--- src/rtl/multicycle_controller.sv ---
// Multi-cycle MIPS control FSM. Sequences fetch, decode, memory, ALU,
// branch and jump steps over a shared datapath. Memory steps wait on the
// MemReady handshake. The block also exports debug state, a count of
// retired instructions and a pulse flagging unsupported opcodes.
module multicycle_controller #(
  parameter int COUNT_WIDTH = 16
) (
  input  logic                   Clk,
  input  logic                   Rst,
  input  logic [5:0]             Opcode,
  input  logic                   Zero,
  input  logic                   MemReady,
  output logic                   PCWrite,
  output logic                   PCWriteCond,
  output logic                   IorD,
  output logic                   MemRead,
  output logic                   MemWrite,
  output logic                   IRWrite,
  output logic                   MemtoReg,
  output logic                   RegDst,
  output logic                   RegWrite,
  output logic                   ALUSrcA,
  output logic [1:0]             ALUSrcB,
  output logic [1:0]             ALUOp,
  output logic [1:0]             PCSource,
  output logic [3:0]             State,
  output logic [COUNT_WIDTH-1:0] InstrCount,
  output logic                   IllegalOp
);

  typedef enum logic [3:0] {
    FETCH  = 4'd0,
    DECODE = 4'd1,
    MEMADR = 4'd2,
    MEMRD  = 4'd3,
    MEMWB  = 4'd4,
    MEMWR  = 4'd5,
    EXEC   = 4'd6,
    ALUWB  = 4'd7,
    BRANCH = 4'd8,
    JUMP   = 4'd9,
    ADDIEX = 4'd10,
    ADDIWB = 4'd11
  } state_t;

  localparam logic [5:0] OP_RTYPE = 6'b000000;
  localparam logic [5:0] OP_LW    = 6'b100011;
  localparam logic [5:0] OP_SW    = 6'b101011;
  localparam logic [5:0] OP_BEQ   = 6'b000100;
  localparam logic [5:0] OP_J     = 6'b000010;
  localparam logic [5:0] OP_ADDI  = 6'b001000;

  state_t     state;
  state_t     state_next;
  logic [5:0] opcode_q;
  logic       retire;
  logic       illegal_next;

  // Branch gating on Zero happens in the datapath, so the FSM ignores it.
  logic unused_zero;
  assign unused_zero = Zero;

  // State register; reset aborts any instruction in flight.
  always_ff @(posedge Clk) begin
    if (!Rst) state <= FETCH;
    else      state <= state_next;
  end

  // Latched opcode, retired-instruction counter and illegal-opcode pulse.
  always_ff @(posedge Clk) begin
    if (!Rst) begin
      opcode_q   <= '0;
      InstrCount <= '0;
      IllegalOp  <= 1'b0;
    end else begin
      if (state == DECODE) opcode_q <= Opcode;
      if (retire)          InstrCount <= InstrCount + 1'b1;
      IllegalOp <= illegal_next;
    end
  end

  // Next-state selection, retire detection and Moore control outputs.
  always_comb begin
    state_next   = FETCH;
    retire       = 1'b0;
    illegal_next = 1'b0;
    PCWrite      = 1'b0;
    PCWriteCond  = 1'b0;
    IorD         = 1'b0;
    MemRead      = 1'b0;
    MemWrite     = 1'b0;
    IRWrite      = 1'b0;
    MemtoReg     = 1'b0;
    RegDst       = 1'b0;
    RegWrite     = 1'b0;
    ALUSrcA      = 1'b0;
    ALUSrcB      = 2'b00;
    ALUOp        = 2'b00;
    PCSource     = 2'b00;
    case (state)
      FETCH: begin
        MemRead    = 1'b1;
        ALUSrcB    = 2'b01;
        IRWrite    = MemReady;
        PCWrite    = MemReady;
        state_next = MemReady ? DECODE : FETCH;
      end
      DECODE: begin
        ALUSrcB = 2'b11;
        case (Opcode)
          OP_RTYPE:     state_next = EXEC;
          OP_LW, OP_SW: state_next = MEMADR;
          OP_BEQ:       state_next = BRANCH;
          OP_J:         state_next = JUMP;
          OP_ADDI:      state_next = ADDIEX;
          default: begin
            state_next   = FETCH;
            illegal_next = 1'b1;
          end
        endcase
      end
      MEMADR: begin
        ALUSrcA    = 1'b1;
        ALUSrcB    = 2'b10;
        state_next = (opcode_q == OP_SW) ? MEMWR : MEMRD;
      end
      MEMRD: begin
        MemRead    = 1'b1;
        IorD       = 1'b1;
        state_next = MemReady ? MEMWB : MEMRD;
      end
      MEMWB: begin
        MemtoReg = 1'b1;
        RegWrite = 1'b1;
        retire   = 1'b1;
      end
      MEMWR: begin
        MemWrite   = 1'b1;
        IorD       = 1'b1;
        state_next = MemReady ? FETCH : MEMWR;
        retire     = MemReady;
      end
      EXEC: begin
        ALUSrcA    = 1'b1;
        ALUOp      = 2'b10;
        state_next = ALUWB;
      end
      ALUWB: begin
        RegDst   = 1'b1;
        RegWrite = 1'b1;
        retire   = 1'b1;
      end
      BRANCH: begin
        ALUSrcA     = 1'b1;
        ALUOp       = 2'b01;
        PCWriteCond = 1'b1;
        PCSource    = 2'b01;
        retire      = 1'b1;
      end
      JUMP: begin
        PCWrite  = 1'b1;
        PCSource = 2'b10;
        retire   = 1'b1;
      end
      ADDIEX: begin
        ALUSrcA    = 1'b1;
        ALUSrcB    = 2'b10;
        state_next = ADDIWB;
      end
      ADDIWB: begin
        RegWrite = 1'b1;
        retire   = 1'b1;
      end
      default: state_next = FETCH;
    endcase
    if (!Rst) begin
      retire       = 1'b0;
      illegal_next = 1'b0;
      PCWrite      = 1'b0;
      PCWriteCond  = 1'b0;
      IorD         = 1'b0;
      MemRead      = 1'b0;
      MemWrite     = 1'b0;
      IRWrite      = 1'b0;
      MemtoReg     = 1'b0;
      RegDst       = 1'b0;
      RegWrite     = 1'b0;
      ALUSrcA      = 1'b0;
      ALUSrcB      = 2'b00;
      ALUOp        = 2'b00;
      PCSource     = 2'b00;
    end
  end

  assign State = state;

endmodule

--- config.mk ---
export PLATFORM = sky130hd
export DESIGN_NAME = multicycle_controller
export DESIGN_NICKNAME = d
export VERILOG_FILES = /design/src/rtl/multicycle_controller.sv
export SDC_FILE = /design/constraint.sdc
export NUM_CORES = 1
export LEC_CHECK = 0
export CELL_PAD_IN_SITES_DETAIL_PLACEMENT = 0
export CELL_PAD_IN_SITES_GLOBAL_PLACEMENT = 1
export CORE_MARGIN = 2
export CORE_UTILIZATION = 34
export CTS_BUF_LIST = sky130_fd_sc_hd__clkbuf_4
export DETAILED_ROUTE_END_ITERATION = 12
export GPL_ROUTABILITY_DRIVEN = 0
export PLACE_DENSITY_LB_ADDON = 0.1
export SLEW_MARGIN = 30
export SYNTH_ARGS = -nofsm -noshare
export SYNTH_HDL_FRONTEND = slang
export SYNTH_SLANG_ARGS = --single-unit
--- constraint.sdc ---
create_clock -name Clk -period 1.6 [get_ports Clk]
set_input_delay 0.24 -clock Clk [delete_from_list [all_inputs] [get_ports Clk]]
set_output_delay 0.24 -clock Clk [all_outputs]
set_load 0.02 [all_outputs]
==> impl_metrics.tcl <==
set metrics [dict create \
    holdCritPathClass "reg -> reg" \
    status "complete, but fails checks" \
    viasPerCell 5.35 \
    synth_area_leaders "dfxtp_1 35%, a21oi_1 6.2%, mux2i_1 5.2%" \
    ys_warn_count 0 \
    hold_depth 2 \
    vias 1841 \
    clkSinkCount 27 \
    drt_wl_total_mm 5.32 \
    post_synth.cell_area_avg_um2 7.84 \
    synth-seq-area-share 0.352 \
    vdd_drop_max_uv 327 \
    first_iter_violations 95 \
    synth-async-reset-ratio 0 \
    path_max_fanout 6 \
    grt_pass1_vias 1659 \
    n_antenna_cell 0 \
    rsz0062_at_grt "yes" \
    fin_skew_ns 0.0244 \
    drc 0 \
    reg2reg_setup_slack_ns -0.18 \
    hold_buffers 0 \
    ys_ff_latch 27 \
    h-tree-depth 1 \
    final_nets 304 \
    critPathKind "reg -> reg" \
    crit_path_end_kind "flop" \
    pin_count 47 \
    die_x_um 71.2 \
    min_period_ns 1.78 \
    grt_pass1_wl_mm 7.68 \
    wire_per_inst_um 15.5 \
    cts_tree "built" \
    antenna_found_initial 0 \
    violations "setup timing" \
    leakage_nw 1.28 \
    core-area_um2 4350 \
    slew_violations 0 \
    grt_max_degree 21 \
    setup_tns_ns -3.33 \
    fmax_ghz 0.561 \
    worstPathArrival_ns 2.07 \
    io_buffers 45 \
    hold_viol_final 0 \
    die_h_um 71.2 \
    dp_hpwl_mm 3.36 \
    area_delta_synth_final_pct 88.1 \
    postSynthNetCount 207 \
    rows 24 \
    netlist_top_cells_count "27 x dfxtp_1, 21 x nor2_1, 19 x a21oi_1, 12 x nand2_1, 12 x o21ai_0" \
    worst_slack_ns -0.181 \
    drive_gt1_frac 0.486 \
    synth.most_common_cell "dfxtp_1" \
    yosys_most_used_dff "dfxtp_1" \
    overflow 0 \
    tightest_slew_ns 0.513 \
    drt_pass1_iterations 4 \
    cts_made_buffers 3 \
    grt.total_usage 0.184 \
    period_share 1.11 \
    syn_inst 196 \
    cp.required_ns 1.89 \
    clock_latency_ns 0.34 \
    synth_top_cell_by_area "dfxtp_1" \
    r2r_cells 8 \
    root_buffer "clkbuf_4" \
    place_ws_ns -0.622 \
    setup_viol 38 \
    relSlewSlack 0.655 \
    synth_top_area_frac 0.352 \
    crit_path_start_kind "flop" \
    synth_edf_count 0 \
    ys_types 42 \
    drv_cap 0 \
    fp.dieArea_um2 5070 \
    clock_path_buffers 2 \
    power_density_nw_per_um2 431 \
    clkTransAtPathRegs_ns 0.17 \
    syn_area_um2 1540 \
    ant_nets 0 \
    initial_core_util 0.353 \
]
layout make-up:
cell class	instances	area, um2
Sequential cell	27	559
Timing Repair Buffer	107	1020
Clock inverter	1	7.51
Tap cell	52	65.1
Fill cell	342	1460
Multi-Input combinational cell	151	1210
Clock buffer	3	22.5
Inverter	3	11.3
flip-flops by register name (all words and copies together), names as in the netlist:
signal      flops
IllegalOp       1
InstrCount     16
State           4
opcode_q        6
kinds of logic (layout without fill, tap and decap cells):
group | Yosys count | count (layout) | share of synthesized area
XOR/XNOR | 4 | 4 | 0.0228
multiplexers | 8 | 8 | 0.0521
adder cells (fa/ha/maj) | 1 | 1 | 0.00814
flip-flops | 27 | 27 | 0.352
buffers and inverters | 18 | 114 | 0.0505
AO/OA/AOI/OAI | 46 | 46 | 0.176
AND/OR/NAND/NOR | 92 | 92 | 0.339
power by group:
group	switching (mW)	internal [mW]
combinational	0.120	0.128
clock	0.214	0.0955
sequential	0.00838	0.679
total	0.343	0.902
worst paths after layout:
kind,start,to
max reg2reg,State[2]$_SDFF_PN0_,InstrCount[4]$_SDFFE_PN0P_
max,State[2]$_SDFF_PN0_,InstrCount[4]$_SDFFE_PN0P_
min,InstrCount[15]$_SDFFE_PN0P_,InstrCount[15]$_SDFFE_PN0P_
min reg2reg,InstrCount[15]$_SDFFE_PN0P_,InstrCount[15]$_SDFFE_PN0P_
per-layer routing:
layer,routed length (um),up-vias,track usage
met1,2390,877,0.239
met3,172,6,0.0253
met5,0,-,0
li1,-,920,-
met2,2710,38,0.326
met4,54,0,0.0398
through the flow:
step / utilization / hold slack (ns) / instances / power, mW / instance area (um2)
6_report: 0.664 / 0.489 / 344 / 1.24 / 2890
5_1_grt: 0.664 / 0.483 / 344 / 1.30 / 2890
4_1_cts: 0.565 / 0.462 / 327 / 1.23 / 2460
3_5_place_dp: 0.533 / 0.482 / 317 / 0.900 / 2320
3_3_place_gp: 0.533 / 0.453 / 317 / 0.896 / 2320
2_1_floorplan: - / 0.358 / 196 / 0.794 / 1570
repair_timing:
action,CTS,global route
cloned,0,2
setup endpoints to repair,55,46
resized for setup,133,71
pin swaps,10,38
setup buffers,6,16
cell usage in the layout (no fill, tap or decap), types with 3 or more instances in the layout:
cell type,synthesis,routed
nand2_1,12,10
dfxtp_4,0,4
a31oi_1,3,3
nor2_4,0,5
or3_1,7,5
nand3_1,6,6
or4_4,0,5
buf_6,0,22
o31ai_1,5,3
nor3_2,1,4
buf_12,0,4
or2_4,0,3
dfxtp_2,0,3
a21oi_2,0,10
nor2_1,21,14
o21ai_0,12,11
dlygate4sd2_1,0,17
clkbuf_4,0,3
mux2i_1,8,8
buf_4,1,51
xor2_1,3,3
nand4_1,7,7
dfxtp_1,27,20
clkdlybuf4s50_1,0,8
dlymetal6s2s_1,0,3
a21oi_1,19,9
critical path, stage by stage, from the launching register on:
cell and delay [ns]:
dfxtp_4 0.40, buf_12 0.14, nand4bb_4 0.09, nand4_1 0.19, buf_12 0.19, buf_8 0.12
buf_6 0.12, or3_1 0.36, a21oi_1 0.13
No activity file was read; power rests on OpenSTA's default activity.
==> edit 1, RTL diff (config.mk and constraints unchanged) <==
The parameter `COUNT_WIDTH` goes from 16 to 32.
--- a/src/rtl/multicycle_controller.sv
+++ b/src/rtl/multicycle_controller.sv
@@ -4,5 +4,5 @@
 // retired instructions and a pulse flagging unsupported opcodes.
 module multicycle_controller #(
-  parameter int COUNT_WIDTH = 16
+  parameter int COUNT_WIDTH = 32
 ) (
   input  logic                   Clk,
Interface: changed (resized InstrCount); port bits go from 47 to 63. No check against the original RTL was run, so the function may have changed too.
==> edit 1 against the unedited design <==
The flow still finishes with violations (setup timing). Sequential cell count rose by 16. Power rose by 65%. Final area up 49%. Setup slack worse by 28 ps. Via count up 41%. Die area is 58% higher. Count of clock-buffer cells in the layout increased by 2. First-iteration DRC count fell by 26%. Routed wire length is 36% higher. Synthesized area up 62%. Critical path depth fell by 2.
==> edit 1: results (changes against the unedited design) <==
[routing]
wl_met3_um = 209  ; was 172 um
wl_mm = 7.22  ; was 5.32 mm
wl_met2_mm = 3.67  ; was 2.71 mm
dr.first_iter.drc_count = 70  ; was 95

[pwr]
ir_drop_v = 0.000326  ; was 0.000327 V
pwr-share-seq = 0.529  ; was 0.552
powerClk_mw = 0.721  ; was 0.310 mW
clkPwrFrac = 0.351  ; was 0.249

[worst_setup_path]
crit_path_top_delay_cell = or4_4  ; was dfxtp_4
critPathMaxStageDelay_ps = 610  ; was 400 ps
r2r_cells = 6  ; was 8

[timing]
setup_viol = 46  ; was 38
finClkSkew_ps = 19.6  ; was 24.4 ps
layout_setup_ws_ps = -209  ; was -181 ps
setup_tns_ps = -4740  ; was -3330 ps

[clock_tree]
clkLatencyLatePin_ps = 370  ; was 340 ps
cts_buffers = 5  ; was 3

[synth]
synth.net_count = 312  ; was 207
yosysSeqAreaShare = 0.345  ; was 0.352
synth_xor_area_frac = 0.0703  ; was 0.0228
synthAdderAreaFrac = 0.00502  ; was 0.00814

[global_routing]
grt_pass1_vias = 2414  ; was 1659
grt_pass1_wl_mm = 11.2  ; was 7.68 mm
grt_start_max_net_pins = 40  ; was 21

[layout]
clockNetworkAreaShare = 0.0189  ; was 0.0104
multiInputGateArea_um2 = 1890  ; was 1210 um^2
largest_reg_flops = 32  ; was 16
seq_area_frac = 0.205  ; was 0.194
fin_nets = 447  ; was 304
inverters = 2  ; was 3

[run_status]
status = complete, but fails checks  ; unchanged
violations = setup timing  ; unchanged

==> edit 1: per-layer routing <==
layer,vias up,global-route usage
li1,1328,-
met1,1235,0.234
met2,35,0.293
met3,7,0.0338
met4,0,0.0502
met5,-,0
==> edit 1: metrics by stage <==
step | std cells | cell area, um^2 | setup WS, ps | utilization | hold WS [ps]
3_5_place_dp | 507 | 3780 | -553 | 0.526 | 466
2_1_floorplan | 301 | 2650 | -289 | - | 372
4_1_cts | 521 | 4010 | -191 | 0.559 | 484
3_3_place_gp | 507 | 3780 | -527 | 0.526 | 449
6_report | 536 | 4310 | -209 | 0.601 | 479
5_1_grt | 536 | 4310 | -271 | 0.601 | 496
==> edit 1: worst paths after layout <==
kind                from             end  slack (ps)
min          opcode_q[1]     opcode_q[1]         480
min reg2reg  opcode_q[1]     opcode_q[1]         480
max reg2reg     State[3]  InstrCount[17]        -210
max             State[3]  InstrCount[17]        -210
==> edit 2, RTL diff (config.mk and constraints unchanged) <==
Made on the original files. Reset style: asynchronous (`Rst`), changed in 2 clocked blocks.
--- a/src/rtl/multicycle_controller.sv
+++ b/src/rtl/multicycle_controller.sv
@@ -62,5 +62,5 @@
 
   // State register; reset aborts any instruction in flight.
-  always_ff @(posedge Clk) begin
+  always_ff @(posedge Clk or negedge Rst) begin
     if (!Rst) state <= FETCH;
     else      state <= state_next;
@@ -68,5 +68,5 @@
 
   // Latched opcode, retired-instruction counter and illegal-opcode pulse.
-  always_ff @(posedge Clk) begin
+  always_ff @(posedge Clk or negedge Rst) begin
     if (!Rst) begin
       opcode_q   <= '0;
Check against the original RTL: differs if Rst is asserted again (counterexample within 4 cycles, from zero or initial values and one cycle with Rst low); with Rst held inactive, the same outputs for 10 cycles.
==> edit 2 against the unedited design <==
The flow still finishes with violations (setup timing). Sequential cell count unchanged. Synthesized area increased by 2.5%. Critical path depth unchanged. Clock skew decreased by 22 ps. Routed wire length decreased by 15%. Count of clock-buffer cells in the layout unchanged. Setup slack got worse by 66 ps. Core utilization decreased by 0.17 points. Final area increased by 1.1%. Fmax decreased by 3.6%. Global-route usage decreased by 1.8 points.
Power is not compared: it rests on default switching activity, and its combinational part moved more than twofold at a synthesized area within 25%.
==> edit 2: results (changes against the unedited design) <==
[clock_tree]
cts_resized = 129  ; was 133
clk_pin_slew_ps = 160
cts_buffers = 3  ; unchanged
post_cts_buffers = 6  ; unchanged
h-tree-depth = 1  ; unchanged

[layout]
drive_above_1_share = 0.527  ; was 0.486
antenna_cells = 0  ; unchanged
fillCellCount = 363  ; was 342
fin_nets = 272  ; was 304

[run_status]
status = complete, but fails checks  ; unchanged
violations = setup timing  ; unchanged

[worst_setup_path]
crit_path_top_delay_cell = dfrtp_2  ; was dfxtp_4
cp_data_arrival_time_ps = 2100  ; was 2070 ps
critPathTopFamily = buffers and inverters  ; was simple AND/OR/NAND/NOR gates
critPathMaxStageDelay_ps = 490  ; was 400 ps
path_max_fanout = 8  ; was 6

[routing]
wl_met3_um = 170  ; was 172 um
wire_per_inst_um = 14.5  ; was 15.5 um
drt-met1-wl_mm = 1.88  ; was 2.39 mm
dr.pass1.iters = 4  ; unchanged
highest_layer = met4  ; unchanged
wl_met2_mm = 2.44  ; was 2.71 mm
vias_per_cell = 5.18  ; was 5.35
dr.first_iter.drc_count = 36  ; was 95
wl_mm = 4.53  ; was 5.32 mm

[synth]
yosysUniqueCellTypes = 44  ; was 42
yosysSeqAreaShare = 0.429  ; was 0.352
syn-instance-count = 164  ; was 196
synthArstFlopShare = 1.00  ; was 0
synthAdderAreaFrac = 0.00794  ; was 0.00814
synth.net_count = 175  ; was 207
yosys_warnings = 0  ; unchanged
synth_area_leaders = dfrtp_1 43%, xnor2_1 8.3%, mux2_2 5.0%  ; was dfxtp_1 35%, a21oi_1 6.2%, mux2i_1 5.2%
synth-compound-area-share = 0.0937  ; was 0.176
synth_xor_area_frac = 0.0945  ; was 0.0228
muxShareOfSynthArea = 0.0564  ; was 0.0521
synth_common_cells = 27 x dfrtp_1, 15 x xnor2_1, 13 x nor2_1  ; was 27 x dfxtp_1, 21 x nor2_1, 19 x a21oi_1

[global_routing]
grt_pass1_wl_mm = 6.89  ; was 7.68 mm
met2_usage = 0.293  ; was 0.326
met1_usage = 0.214  ; was 0.239
grt_pass1_vias = 1460  ; was 1659
track_usage = 0.166  ; was 0.184
grt_start_max_net_pins = 19  ; was 21
antenna_found_initial = 0  ; unchanged
grt_most_used_layer = met2  ; unchanged
grt_use_met3 = 0.0236  ; was 0.0253

[timing]
setup_viol = 38  ; unchanged
relSlewSlack = 0.674  ; was 0.655
finClkSkew_ps = 2.29  ; was 24.4 ps
layout_setup_ws_ps = -247  ; was -181 ps

[worst_hold_path]
holdCritPathClass = flop to flop  ; unchanged

[placement]
hpwl_mm = 3.17  ; was 3.36 mm
portBuffers = 45  ; unchanged
dpl.cell_count = 292  ; was 317

[pwr]
pwr-share-seq = 0.301
power.static_leakage_nw = 1.34
ir_drop_v = 0.000998

edit 2: cell types whose count changed in the layout (fill, tap and decap cells not counted), moves of 9 or more:
cell / change
dfrtp_1: +23
xnor2_1: +10
dfxtp_1: -20
a21oi_2: -9
edit 2: worst paths after layout:
path / from / end / slack, ps / depth (start not counted)
worst max-delay path: State[1] / InstrCount[5] / -250 / 8
worst min-delay path: InstrCount[15] / InstrCount[15] / 480 / 1
worst max register to register: State[1] / InstrCount[5] / -250 / 8
worst min register to register: InstrCount[15] / InstrCount[15] / 480 / 1
max in group asynchronous: Rst / State[2] / 820 / 3
min in group asynchronous: Rst / State[1] / 500 / 3
edit 2: layout make-up:
| type | count | area, um^2 | area share |
|---|---|---|---|
| clock buffer | 3 | 22.5 | 0.00771 |
| clock inverter | 1 | 7.51 | 0.00257 |
| inverter | 2 | 10.0 | 0.00342 |
| multi-input combinational | 126 | 1200 | 0.410 |
| sequential | 27 | 681 | 0.233 |
| tap | 52 | 65.1 | 0.0223 |
| timing repair buffer | 101 | 940 | 0.321 |
edit 2: through the flow:
step                worst slack (ps)  cell area (um^2)  TNS (ps)  power [mW]
floorplan                       -116              1680      -420        1.71
CTS                             -223              2610     -4580        2.77
detailed placement              -496              2460    -11140        2.30
finish                          -247              2920     -5050        3.16
global placement                -415              2460    -10340        2.27
global route                    -300              2920     -7290        3.35
edit 2: power by group through the flow:
stage / Combinational [mW] / Clock, mW / Sequential [mW]
after floorplan: 0.708 / 0 / 1.00
after global placement: 1.33 / 0 / 0.942
after detailed placement: 1.35 / 0 / 0.950
after CTS: 1.48 / 0.338 / 0.946
after global routing: 2.02 / 0.357 / 0.973
final: 1.88 / 0.324 / 0.951
